<file path="config.mk">
export PLATFORM = sky130hd
export DESIGN_NAME = img_mem_scheduler
export DESIGN_NICKNAME = d
export VERILOG_FILES = /design/src/rtl/img_mem_scheduler.sv
export SDC_FILE = /design/constraint.sdc
export NUM_CORES = 1
export LEC_CHECK = 0
export CAP_MARGIN = 20
export CORE_MARGIN = 5
export CORE_UTILIZATION = 39
export DETAILED_ROUTE_END_ITERATION = 10
export PLACE_DENSITY_LB_ADDON = 0.05
export SYNTH_ARGS = -nofsm -noshare
export SYNTH_HDL_FRONTEND = slang
export SYNTH_SLANG_ARGS = --single-unit
</file>
<file path="constraint.sdc">
create_clock -name clk_i -period 1.9 [get_ports clk_i]
set_input_delay 0.19 -clock clk_i [delete_from_list [all_inputs] [get_ports clk_i]]
set_output_delay 0.19 -clock clk_i [all_outputs]
set_load 0.01 [all_outputs]
</file>
<file path="src/rtl/img_mem_scheduler.sv">
// Shares one single-port image RAM between a line-prefetch burst and a filter requester.
// Latency: line-buffer write 2 cycles after i_line_start, filter read data 1 cycle after grant.
// Backpressure: filter holds f_req until f_gnt; IMG_SCHED_STARVE_GUARD_EN lets it steal burst slots.
module img_mem_scheduler #(
    parameter int IMG_W    = 225,
    parameter int IMG_H    = 225,
    parameter int AW       = 16,
    parameter int DW       = 8,
    parameter int MAX_WAIT = 8
) (
    input  logic          clk_i,
    input  logic          rst_n,
    input  logic          i_line_start,
    input  logic [11:0]   i_line_idx,
    output logic          o_busy,
    output logic          o_overrun,
    output logic          o_lb_we,
    output logic [11:0]   o_lb_addr,
    output logic [DW-1:0] o_lb_data,
    input  logic          f_req,
    input  logic          f_we,
    input  logic [AW-1:0] f_addr,
    input  logic [DW-1:0] f_wdata,
    output logic          f_gnt,
    output logic          f_rvalid,
    output logic [DW-1:0] f_rdata,
    output logic          m_en,
    output logic          m_we,
    output logic [AW-1:0] m_addr,
    output logic [DW-1:0] m_wdata,
    input  logic [DW-1:0] m_rdata
);

    typedef enum logic [1:0] {IDLE, BURST, DRAIN} state_t;

    localparam logic [11:0]   IMG_H_L  = 12'(IMG_H);
    localparam logic [11:0]   LAST_COL = 12'(IMG_W - 1);
    localparam logic [AW-1:0] IMG_W_A  = AW'(IMG_W);

    if (IMG_W * IMG_H > 2**AW || MAX_WAIT < 1) begin : g_bad_cfg
        $error("img_mem_scheduler: image does not fit AW or MAX_WAIT < 1");
    end

    state_t        state_q, state_d;
    logic [AW-1:0] base_q, base_d;
    logic [11:0]   col_q, col_d;
    logic          pf_rd_q;
    logic [11:0]   pf_col_q;
    logic          f_rd_q;
    logic          overrun_q;
    logic          start_ok;
    logic          pf_issue;
    logic          steal;
    logic [AW-1:0] idx_ext;

    assign idx_ext  = AW'(i_line_idx);
    assign start_ok = i_line_start && (i_line_idx < IMG_H_L);
    assign o_busy   = (state_q != IDLE);

`ifdef IMG_SCHED_STARVE_GUARD_EN
    localparam int            WW       = $clog2(MAX_WAIT + 1);
    localparam logic [WW-1:0] WAIT_LIM = WW'(MAX_WAIT);
    logic [WW-1:0] wait_q;

    // Saturating count of consecutive ungranted request cycles.
    always_ff @(posedge clk_i or negedge rst_n) begin
        if (!rst_n) begin
            wait_q <= '0;
        end else if (!f_req || f_gnt) begin
            wait_q <= '0;
        end else if (wait_q != WAIT_LIM) begin
            wait_q <= wait_q + WW'(1);
        end
    end

    assign steal = (state_q == BURST) && f_req && (wait_q == WAIT_LIM);
`else
    assign steal = 1'b0;
`endif

    assign pf_issue = (state_q == BURST) && !steal;
    assign f_gnt    = f_req && ((state_q != BURST) || steal);

    // A valid line start always (re)starts the burst, even mid-burst.
    always_comb begin
        state_d = state_q;
        base_d  = base_q;
        col_d   = col_q;
        if (start_ok) begin
            state_d = BURST;
            base_d  = idx_ext * IMG_W_A;
            col_d   = '0;
        end else begin
            case (state_q)
                BURST: begin
                    if (pf_issue) begin
                        if (col_q == LAST_COL) begin
                            state_d = DRAIN;
                        end else begin
                            col_d = col_q + 12'd1;
                        end
                    end
                end
                DRAIN:   state_d = IDLE;
                default: state_d = IDLE;
            endcase
        end
    end

    always_comb begin
        m_en    = 1'b0;
        m_we    = 1'b0;
        m_addr  = '0;
        m_wdata = '0;
        if (pf_issue) begin
            m_en   = 1'b1;
            m_addr = base_q + AW'(col_q);
        end else if (f_gnt) begin
            m_en    = 1'b1;
            m_we    = f_we;
            m_addr  = f_addr;
            m_wdata = f_wdata;
        end
    end

    always_ff @(posedge clk_i or negedge rst_n) begin
        if (!rst_n) begin
            state_q   <= IDLE;
            base_q    <= '0;
            col_q     <= '0;
            pf_rd_q   <= 1'b0;
            pf_col_q  <= '0;
            f_rd_q    <= 1'b0;
            overrun_q <= 1'b0;
        end else begin
            state_q   <= state_d;
            base_q    <= base_d;
            col_q     <= col_d;
            pf_rd_q   <= pf_issue;
            f_rd_q    <= f_gnt && !f_we;
            overrun_q <= start_ok && o_busy;
            if (pf_issue) begin
                pf_col_q <= col_q;
            end
        end
    end

    assign o_overrun = overrun_q;
    assign o_lb_we   = pf_rd_q;
    assign o_lb_addr = pf_col_q;
    assign o_lb_data = pf_rd_q ? m_rdata : '0;
    assign f_rvalid  = f_rd_q;
    assign f_rdata   = f_rd_q ? m_rdata : '0;

endmodule

</file>
==> flow_summary_export.csv <==
group,metric,value,unit
run_status,outcome,"finished, violations left",
run_status,violations,"negative setup slack",
cts,worst_skew_pair.late_latency,310,ps
global_route,grtUsageTotal,19.8,%
cts,cts_tree,"built",
timing,period_share,160,%
setup_path,critPathLaunch,"i_line_idx[3]",
global_route,use_met1,26.3,%
global_route,grt-busiest-layer,"met2",
worst_hold_path,hp-class,"input pin to flop",
synthesis,synth-adder-area-share,24.2,%
synthesis,synth_compound_area_share,12.7,%
synthesis,yosys.area_share.simple,21.6,%
setup_path,timing.rr.end,"col_q[0]",
synthesis,ys_seq_area_share,28.9,%
detailed_routing,drt_iter0_drc,151,
run,drv_cap,0,
place,place_congestion,0.845,
place,place_hpwl,9.35,mm
synthesis,async_reset_ff_share,100,%
synthesis,synth_top_family_by_area,"adder cells",
die,rows,36,
setup_path,crit_type,"input pin to flop",
synthesis,syn_area,3900,sq um
detailed_routing,vias_per_cell,4.82,
cts,clk_pin_slew,100,ps
synthesis,syn_avg_cell_area,8.79,sq um
cts,clk_path_buf_depth,2,
detailed_routing,vias,3792,
detailed_routing,ant_nets,0,
die,start_util,39.9,%
final_layout,finalInstanceArea,6530,sq um
synthesis,synth_nets,560,
cts,cts-root-buf,"clkbuf_8",
synthesis,muxShareOfSynthArea,0,%
die,coreArea,9770,sq um
final_layout,layout_commonest_cell,"buf_4",
setup_path,cpMostUsedCell,"ha_4",
synthesis,synth_edf_count,0,
setup_path,worst_path_max_delay_cell,"fa_1",
timing,skew,9.46,ps
synthesis,synth_xor_area_share,7.41,%
timing,final-hold-violation-count,0,
setup_path,rr_worst_depth,9,
global_route,use_met2,33.4,%
pwr,ir_drop,0.548,mV
final_layout,final_cell_mix,"buf_4 (94), nand2_1 (74), clkdlybuf4s50_1 (72)",
pwr,sw_frac_of_total,41.7,%
detailed_routing,drc_errors,0,
global_route,grt_pass1_wl,19.0,mm
final_layout,layout-drive-gt1-share,34.9,%
setup_path,path_buf_inv,4,
detailed_routing,wire_per_inst,14.9,microns
global_route,gr-usage-met3,3.44,%
global_route,grt_pass1_vias,3972,
pwr,switching_power,3.28,mW
place,dp_cells,761,
die,die-area,12100,sq um
global_route,overflow,0,
setup_path,crit_path_end_kind,"flop",
pwr,clockPowerShare,7.8,%
place,placed_area,5900,sq um
setup_path,start_kind,"input pin",
detailed_routing,drtPass1Iterations,4,
timing,max_freq,0.329,GHz
timing,tightest_slew,498,ps
die,ios,108,
synthesis,ys.flop_type,"dfrtp_1",
global_route,grt_max_degree,27,
place,port_buffers,107,
setup_path,rr_startpoint,"col_q[1]",
die,die_height,110,microns
cts,htree_num_levels,2,
timing,fin_ws,-1140,ps
die,die_x,110,microns
detailed_routing,wirelength,11.7,mm
pwr,powerDensity,1210,nW/um^2
global_route,antenna_found_initial,0,
pwr,pwr-share-seq,20.1,%
synthesis,ys.warnings.count,0,
setup_path,cpPeakStageDelay,550,ps
pwr,comb_power_share,72.0,%
synthesis,synth.distinct_cells,53,
setup_path,reg2reg_slack,120,ps
final_layout,area.growth.synth_to_final,67.4,%
setup_path,cp_max_fo,4,
final_layout,num_antenna_cells,0,
final_layout,nNetsFinal,768,
synthesis,yosys_register_bits,45,
final_layout,layout.cells.non_filler,786,
pwr,total_leakage_power,3.12,nW
setup_path,worst-path-stages,16,
timing,setup_viol,22,
cts,cts_sinks,45,
setup_path,path_delay_family,"adder cells",
setup_path,crit_required,2090,ps
timing,finalMaxSlewViolations,0,
setup_path,endpoint,"base_q[14]",
timing,rsz0062_at_grt,"true",
synthesis,syn_inst,444,
timing,slew_headroom,66.8,%
cts,cts_buffers,5,
pwr,intPower,4.59,mW
timing,period_needed,3040,ps
setup_path,crit_chain,"buf_8 > clkinvlp_4 > fa_1 > inv_2 > ha_4 > fa_1 > ha_4 > buf_4 > ha_4 > a21o_1 > a21o_1 > a21oi_4 > o21ai_2 > a21oi_2 > xor2_1 > o21ai_1",
setup_path,cp.arrival,3230,ps
cell type report:
type / instances / area (sq um)
repair buffers: 216 / 1890
well taps: 133 / 166
flip-flops and latches: 45 / 1130
multi-input cells: 345 / 3100
fillers: 829 / 3240
clock buffers: 5 / 68.8
inverters: 39 / 160
clock inverters: 3 / 21.3
worst min-delay path: cells and delay by family:
family / cells / cell delay [ps]
and+or+nand+nor: 1 / 40
buffers and inverters: 2 / 220
AOI/OAI and AO/OA: 1 / 60
power groups by stage:
stage	clock (mW)	combinational [mW]	sequential (mW)
2_1_floorplan	0	2.42	1.65
3_3_place_gp	0	4.74	1.58
3_5_place_dp	0	4.80	1.59
4_1_cts	0.632	5.25	1.58
5_1_grt	0.667	6.24	1.63
6_report	0.617	5.67	1.58
repair_timing:
item	in CTS	in global routing
hold endpoints to repair	19	0
pin swaps	50	45
setup buffers	11	9
endpoints found under the setup margin	39	36
hold buffers	1	0
gates resized for setup	147	47
layer usage:
| metal | wire (microns) | vias up | part of all wire, % |
|---|---|---|---|
| li1 | - | 1900 | - |
| met1 | 5300 | 1771 | 45 |
| met2 | 5380 | 109 | 46 |
| met3 | 873 | 12 | 7.5 |
| met4 | 136 | 0 | 1.2 |
| met5 | 0 | - | 0 |
cell families (layout without fill, tap and decap cells):
family,Yosys count,after routing
AND/OR/NAND/NOR,172,172
AO/OA/AOI/OAI,73,73
adder cells (fa/ha/maj),67,67
buffers and inverters,54,263
flip-flops,45,45
XOR/XNOR,33,33
sequential cells by signal (all words and copies together), names as in the netlist:
signal,flops
base_q,16
col_q,12
f_rvalid,1
o_lb_addr,12
o_lb_we,1
o_overrun,1
state_q,2
worst min path at each step:
stage	from	endpoint	cells past startpoint
4_1_cts	i_line_idx[1]	base_q[1]	4
5_1_grt	i_line_idx[1]	base_q[1]	4
3_5_place_dp	rst_n	o_lb_addr[11]	1
2_1_floorplan	rst_n	base_q[0]	0
3_3_place_gp	rst_n	o_lb_addr[11]	1
6_report	i_line_idx[1]	base_q[1]	4
synth_stat cells (2+ instances only):
library cell | count | share of area [%]
nor3_1 | 3 | 0.38
nand4_1 | 5 | 0.80
o211ai_1 | 2 | 0.38
nand2_1 | 76 | 7.3
nand3_1 | 14 | 1.8
xor2_1 | 15 | 3.4
and2_1 | 18 | 2.9
inv_1 | 39 | 3.8
nor2_1 | 21 | 2.0
o21ai_1 | 26 | 3.3
clkbuf_1 | 11 | 1.1
and3_1 | 12 | 1.9
a21oi_1 | 13 | 1.7
xnor2_1 | 18 | 4.0
a21o_1 | 6 | 1.2
nor2b_1 | 2 | 0.32
fa_1 | 14 | 7.2
dfrtp_1 | 45 | 29
or2_2 | 2 | 0.32
o21ai_0 | 8 | 1.0
ha_1 | 53 | 17
buf_2 | 4 | 0.51
a21oi_2 | 3 | 0.67
nand2b_1 | 4 | 0.64
or3_1 | 2 | 0.32
stage by stage:
stage | setup slack [ps] | TNS [ps] | utilization, % | hold slack, ps | power [mW]
6_report | -1140 | -14730 | 66.8 | 224 | 7.87
5_1_grt | -1270 | -16940 | 66.8 | 227 | 8.54
4_1_cts | -1090 | -14170 | 64.2 | 221 | 7.46
3_5_place_dp | -2070 | -28110 | 60.4 | 192 | 6.38
3_3_place_gp | -1970 | -26710 | 60.4 | 183 | 6.32
2_1_floorplan | -1370 | -8890 | - | -106 | 4.08
Note: power is estimated with default switching activity, not from simulation.
